**config.mk**
```make
export PLATFORM = sky130hd
export DESIGN_NAME = e_bin2dec
export DESIGN_NICKNAME = d
export VERILOG_FILES = /design/src/rtl/e_bin2dec.sv
export SDC_FILE = /design/constraint.sdc
export NUM_CORES = 2
export LEC_CHECK = 0
export CORE_MARGIN = 10
export CORE_UTILIZATION = 34
export CTS_BUF_LIST = sky130_fd_sc_hd__clkbuf_16
export DETAILED_ROUTE_END_ITERATION = 6
export PLACE_DENSITY_LB_ADDON = 0.1
export SLEW_MARGIN = 20
export SYNTH_ARGS = -nofsm -noshare
export SYNTH_HDL_FRONTEND = slang
export SYNTH_SLANG_ARGS = --single-unit
export TNS_END_PERCENT = 30
```
**constraint.sdc**
```tcl
create_clock -name clk -period 59 [get_ports clk]
set_clock_uncertainty 0.05 [all_clocks]
set_input_delay 17.7 -clock clk [delete_from_list [all_inputs] [get_ports clk]]
set_output_delay 17.7 -clock clk [all_outputs]
set_load 0.03 [all_outputs]
```
**src/rtl/e_bin2dec.sv**
```systemverilog
// e_bin2dec -- converts a multi-word fixed-point value to a stream of decimal digits.
//
// The value is WORDS 16-bit words: word 0 is the integer part, words 1..WORDS-1
// are the binary fraction, most significant word first. One symbol is emitted per
// valid/ready handshake: the integer digit, then NUM_DIGITS fraction digits. Each
// fraction digit comes from multiplying the whole fraction by 10, one word per
// cycle from the least significant word upwards; the carry out of the top word is
// the next decimal digit.
//
// Optional macro E_BIN2DEC_ASCII_EN: symbols are ASCII ('0'+value) and a '.'
// symbol follows the integer digit. Undefined: symbols are BCD in digit[3:0].
//
// Ports:
//   clk, rst        clock, asynchronous active-high reset
//   start           begin a conversion (accepted only in IDLE or DONE)
//   in_data         WORDS x 16-bit value, sampled at the accepted start
//   digit           current symbol (BCD or ASCII)
//   digit_valid     digit holds a valid symbol
//   digit_ready     consumer accepts the symbol
//   busy            conversion in progress
//   done            conversion finished, held until the next accepted start
//   ovf             integer word was >9 at load; integer digit saturates to 9
module e_bin2dec #(
  parameter int WORDS      = 32,
  parameter int NUM_DIGITS = 100
) (
  input  logic        clk,
  input  logic        rst,
  input  logic        start,
  input  logic [15:0] in_data [0:WORDS-1],
  output logic [7:0]  digit,
  output logic        digit_valid,
  input  logic        digit_ready,
  output logic        busy,
  output logic        done,
  output logic        ovf
);

  localparam int WW = (WORDS > 2) ? $clog2(WORDS) : 1;
  localparam int CW = $clog2(NUM_DIGITS + 1);
  localparam logic [WW-1:0] W_LAST   = WW'(WORDS - 1);
  localparam logic [WW-1:0] W_FIRST  = WW'(1);
  localparam logic [CW-1:0] CNT_LAST = CW'(NUM_DIGITS - 1);

  typedef enum logic [2:0] {
    IDLE      = 3'd0,
    EMIT_INT  = 3'd1,
`ifdef E_BIN2DEC_ASCII_EN
    EMIT_DOT  = 3'd2,
`endif
    MUL       = 3'd3,
    EMIT_FRAC = 3'd4,
    DONE      = 3'd5
  } state_t;

  state_t        state_reg;
  logic [15:0]   frac_reg [1:WORDS-1];
  logic [3:0]    carry_reg;
  logic [WW-1:0] w_reg;
  logic [CW-1:0] digit_cnt_reg;
  logic [19:0]   prod;
  logic          ovf_next;

  // Encode a 0..9 value as the output symbol.
  function automatic logic [7:0] sym(input logic [3:0] v);
`ifdef E_BIN2DEC_ASCII_EN
    return {4'h3, v};
`else
    return {4'h0, v};
`endif
  endfunction

  // One word of the x10 pass; the upper nibble is the carry into the next word.
  assign prod     = ({4'd0, frac_reg[w_reg]} * 20'd10) + {16'd0, carry_reg};
  assign ovf_next = (in_data[0] > 16'd9);

  always_ff @(posedge clk or posedge rst) begin
    if (rst) begin
      state_reg     <= IDLE;
      for (int i = 1; i < WORDS; i++) frac_reg[i] <= 16'd0;
      carry_reg     <= 4'd0;
      w_reg         <= '0;
      digit_cnt_reg <= '0;
      digit         <= 8'd0;
      digit_valid   <= 1'b0;
      busy          <= 1'b0;
      done          <= 1'b0;
      ovf           <= 1'b0;
    end else begin
      case (state_reg)
        IDLE, DONE: begin
          if (start) begin
            for (int i = 1; i < WORDS; i++) frac_reg[i] <= in_data[i];
            ovf           <= ovf_next;
            digit_cnt_reg <= '0;
            done          <= 1'b0;
            busy          <= 1'b1;
            carry_reg     <= 4'd0;
            w_reg         <= W_LAST;
            digit         <= sym(ovf_next ? 4'd9 : in_data[0][3:0]);
            digit_valid   <= 1'b1;
            state_reg     <= EMIT_INT;
          end
        end

        EMIT_INT: begin
          if (digit_ready) begin
`ifdef E_BIN2DEC_ASCII_EN
            digit     <= 8'h2E;
            state_reg <= EMIT_DOT;
`else
            digit_valid <= 1'b0;
            carry_reg   <= 4'd0;
            w_reg       <= W_LAST;
            state_reg   <= MUL;
`endif
          end
        end

`ifdef E_BIN2DEC_ASCII_EN
        EMIT_DOT: begin
          if (digit_ready) begin
            digit_valid <= 1'b0;
            carry_reg   <= 4'd0;
            w_reg       <= W_LAST;
            state_reg   <= MUL;
          end
        end
`endif

        MUL: begin
          frac_reg[w_reg] <= prod[15:0];
          carry_reg       <= prod[19:16];
          if (w_reg == W_FIRST) begin
            // Carry out of the top fraction word is the next decimal digit.
            digit       <= sym(prod[19:16]);
            digit_valid <= 1'b1;
            state_reg   <= EMIT_FRAC;
          end else begin
            w_reg <= w_reg - W_FIRST;
          end
        end

        EMIT_FRAC: begin
          if (digit_ready) begin
            digit_valid   <= 1'b0;
            digit_cnt_reg <= digit_cnt_reg + CW'(1);
            if (digit_cnt_reg == CNT_LAST) begin
              busy      <= 1'b0;
              done      <= 1'b1;
              state_reg <= DONE;
            end else begin
              carry_reg <= 4'd0;
              w_reg     <= W_LAST;
              state_reg <= MUL;
            end
          end
        end

        default: state_reg <= IDLE;
      endcase
    end
  end

endmodule

```
==> results_dict.tcl <==
set metrics [dict create \
    layout_min_cycle_time_ns 21.53 \
    setup_tns_ns 0 \
    drt-vias-per-instance 6.06 \
    postCtsHoldBufs 0 \
    grt_max_degree 200 \
    area_growth_pct 30.1 \
    overflow 0 \
    ys.warnings.count 0 \
    grt_antenna_before_repair 10 \
    critPathKind "in -> reg" \
    yosys.cell_count.top_type "sky130_fd_sc_hd__dfrtp_1" \
    finalWirelength_um 129000 \
    final_net_count 3525 \
    worst_slew_pin_slew_ns 1.13 \
    largest_reg_flops 496 \
    route.detailed.drc 0 \
    max_slew_margin 0.245 \
    timing.final.hold_violations 0 \
    worstSkewPairLatency_ns 0.64 \
    count_of_flip_flops_with_a_built_in_enable_after_synthesis 0 \
    detailedPlace.worstSlack_ns 36.85 \
    die_h_um 301 \
    clock-root-buffer "sky130_fd_sc_hd__clkbuf_16" \
    die-area_um2 90900 \
    resize_count_post_cts 0 \
    startpoint_type "input port" \
    global_route_wire_length_before_repair_um 183000 \
    fmax_mhz 46.5 \
    wire_per_inst_um 31.7 \
    synth_top_cell_area_share 0.486 \
    hold_depth 2 \
    cts-buffers-inserted 58 \
    synth.top_cells.by_area "sky130_fd_sc_hd__dfrtp_1 49%, sky130_fd_sc_hd__a22oi_1 12%, sky130_fd_sc_hd__mux4_2 8.9%, sky130_fd_sc_hd__o21ai_0 5.8%, sky130_fd_sc_hd__nand2_1 3.8%" \
    die-width_um 301 \
    worstPathMaxFanout 199 \
    clock_sink_count 523 \
    finalSetupViolCount 0 \
    drv_cap 0 \
    syn_area_um2 26900 \
    coreArea_um2 78700 \
    floorplan.io_pins 528 \
    drive_above_1_share 0.106 \
    yosysTopAreaCell "sky130_fd_sc_hd__dfrtp_1" \
    ys_seq_area_frac 0.486 \
    post-cts-setup-buffer-count 0 \
    ant_nets 0 \
    total_of_fill_cells_in_the_finished_design 7469 \
    cts_tree "done" \
    postSynthAreaPerCell_um2 10.6 \
    hp-class "reg -> reg" \
    layout_worst_path_cycle_share 0.365 \
    status "completed" \
    postLayoutSetupSlackWorst_ns 37.47 \
    cts_max_level 2 \
    placement.io_buffers 523 \
    synth.lib_cells_used.distinct 77 \
    vias 24674 \
    dpl.hpwl_um 94500 \
    ys_dominant_reg_cell "sky130_fd_sc_hd__dfrtp_1" \
    grt_pass1_vias 25298 \
    grt_use_total 0.275 \
    worst_ep_required_time_ns 59.44 \
    ctsLongestPathBuffers 3 \
    clk_pin_slew_ns 0.06 \
    synth.ff_latch_count 523 \
    timing.final.max_slew_violations 0 \
    ys_top_cells_by_count "523 x sky130_fd_sc_hd__dfrtp_1, 448 x sky130_fd_sc_hd__a22oi_1, 310 x sky130_fd_sc_hd__o21ai_0" \
    number_of_drc_markers_in_iteration_0 3132 \
    placement_rows 103 \
    synth_async_sr_flop_share 1.00 \
    cp-end-kind "flop" \
    start_util 0.342 \
    rsz0062_at_grt "no" \
    netlist_instances 2550 \
    cp.arrival_ns 21.97 \
    firstDrtPassIters 6 \
    worstRegToRegCells 19 \
    gpl.final_weighted_congestion 0.956 \
]
final timing paths:
| kind | start | end | slack, ns |
|---|---|---|---|
| hold reg to reg | frac_reg[96] | frac_reg[96] | 0.42 |
| max in group asynchronous | rst | frac_reg[13] | 37.67 |
| setup reg to reg | w_reg[0] | frac_reg[493] | 51.78 |
| hold / removal | frac_reg[96] | frac_reg[96] | 0.42 |
| setup / recovery | start | frac_reg[391] | 37.47 |
| min in group asynchronous | rst | frac_reg[69] | 17.59 |
logic make-up after synthesis:
logic type	count (synthesis)	share of synthesized area
adders and majority gates	39	0.0187
other	1	0.000139
DFF	523	0.486
buffers and inverters	249	0.0383
muxes	148	0.104
xor gates and xnor gates	29	0.00971
and+or+nand+nor	552	0.0884
AOI/OAI and AO/OA	1009	0.254
metal layers:
layer	track usage	share of wire	routed length, um	vias up
met3	0.0571	0.082	10600	225
met1	0.356	0.40	51700	12625
met5	0	0.00026	34	-
met4	0.107	0.041	5360	4
li1	-	-	-	10525
met2	0.446	0.48	61500	1295
worst max-delay path, stage by stage:
cell                              delay (ns)
sky130_fd_sc_hd__clkdlybuf4s50_1        0.54
sky130_fd_sc_hd__nor3b_2                0.28
sky130_fd_sc_hd__buf_4                  0.57
sky130_fd_sc_hd__buf_12                 0.61
sky130_fd_sc_hd__buf_4                  0.90
sky130_fd_sc_hd__nor2_1                 0.52
sky130_fd_sc_hd__a22oi_1                0.29
sky130_fd_sc_hd__o21ai_0                0.13
cells in the final DEF, fill, tap and decap left out, types with 8 or more instances in the layout:
master                            count
sky130_fd_sc_hd__clkinv_2             9
sky130_fd_sc_hd__xnor2_1              8
sky130_fd_sc_hd__clkbuf_16           60
sky130_fd_sc_hd__clkinv_1            18
sky130_fd_sc_hd__nand3_1             21
sky130_fd_sc_hd__a221oi_1             9
sky130_fd_sc_hd__nand2b_1            11
sky130_fd_sc_hd__buf_4               64
sky130_fd_sc_hd__xor2_1               9
sky130_fd_sc_hd__and2_1               8
sky130_fd_sc_hd__o21ai_0            310
sky130_fd_sc_hd__a21o_1               9
sky130_fd_sc_hd__nor2_1             173
sky130_fd_sc_hd__clkdlybuf4s50_1    523
sky130_fd_sc_hd__mux2i_1             40
sky130_fd_sc_hd__dfrtp_1            521
sky130_fd_sc_hd__a21oi_1             43
sky130_fd_sc_hd__mux4_2             106
sky130_fd_sc_hd__a22oi_1            448
sky130_fd_sc_hd__inv_1               28
sky130_fd_sc_hd__nand2_1            275
sky130_fd_sc_hd__o21ai_1             42
sky130_fd_sc_hd__o21ai_2             30
sky130_fd_sc_hd__a221o_1             66
sky130_fd_sc_hd__ha_1                37
cell type report:
cell class / instances / area (um^2) / share of cell area
inverter: 15 / 63.8 / 0.00182
timing repair buffer: 591 / 5790 / 0.165
sequential: 523 / 13100 / 0.374
multi-input combinational: 1781 / 13000 / 0.370
antenna: 6 / 15.0 / 0.000429
tap: 1050 / 1310 / 0.0375
clock inverter: 46 / 289 / 0.00825
clock buffer: 60 / 1500 / 0.0429
stage by stage:
stage | util | instance area, um^2 | cells | hold WS (ns)
global route | 0.445 | 35000 | 4071 | 0.440
global placement | 0.421 | 33200 | 3960 | 0.405
CTS | 0.445 | 35000 | 4066 | 0.424
finish | 0.445 | 35000 | 4072 | 0.421
floorplan | - | 26900 | 2553 | 0.391
detailed placement | 0.422 | 33200 | 3960 | 0.408
Power is not shown: default switching activity piles up to over one toggle a cycle in this logic, so the estimate is an artifact.
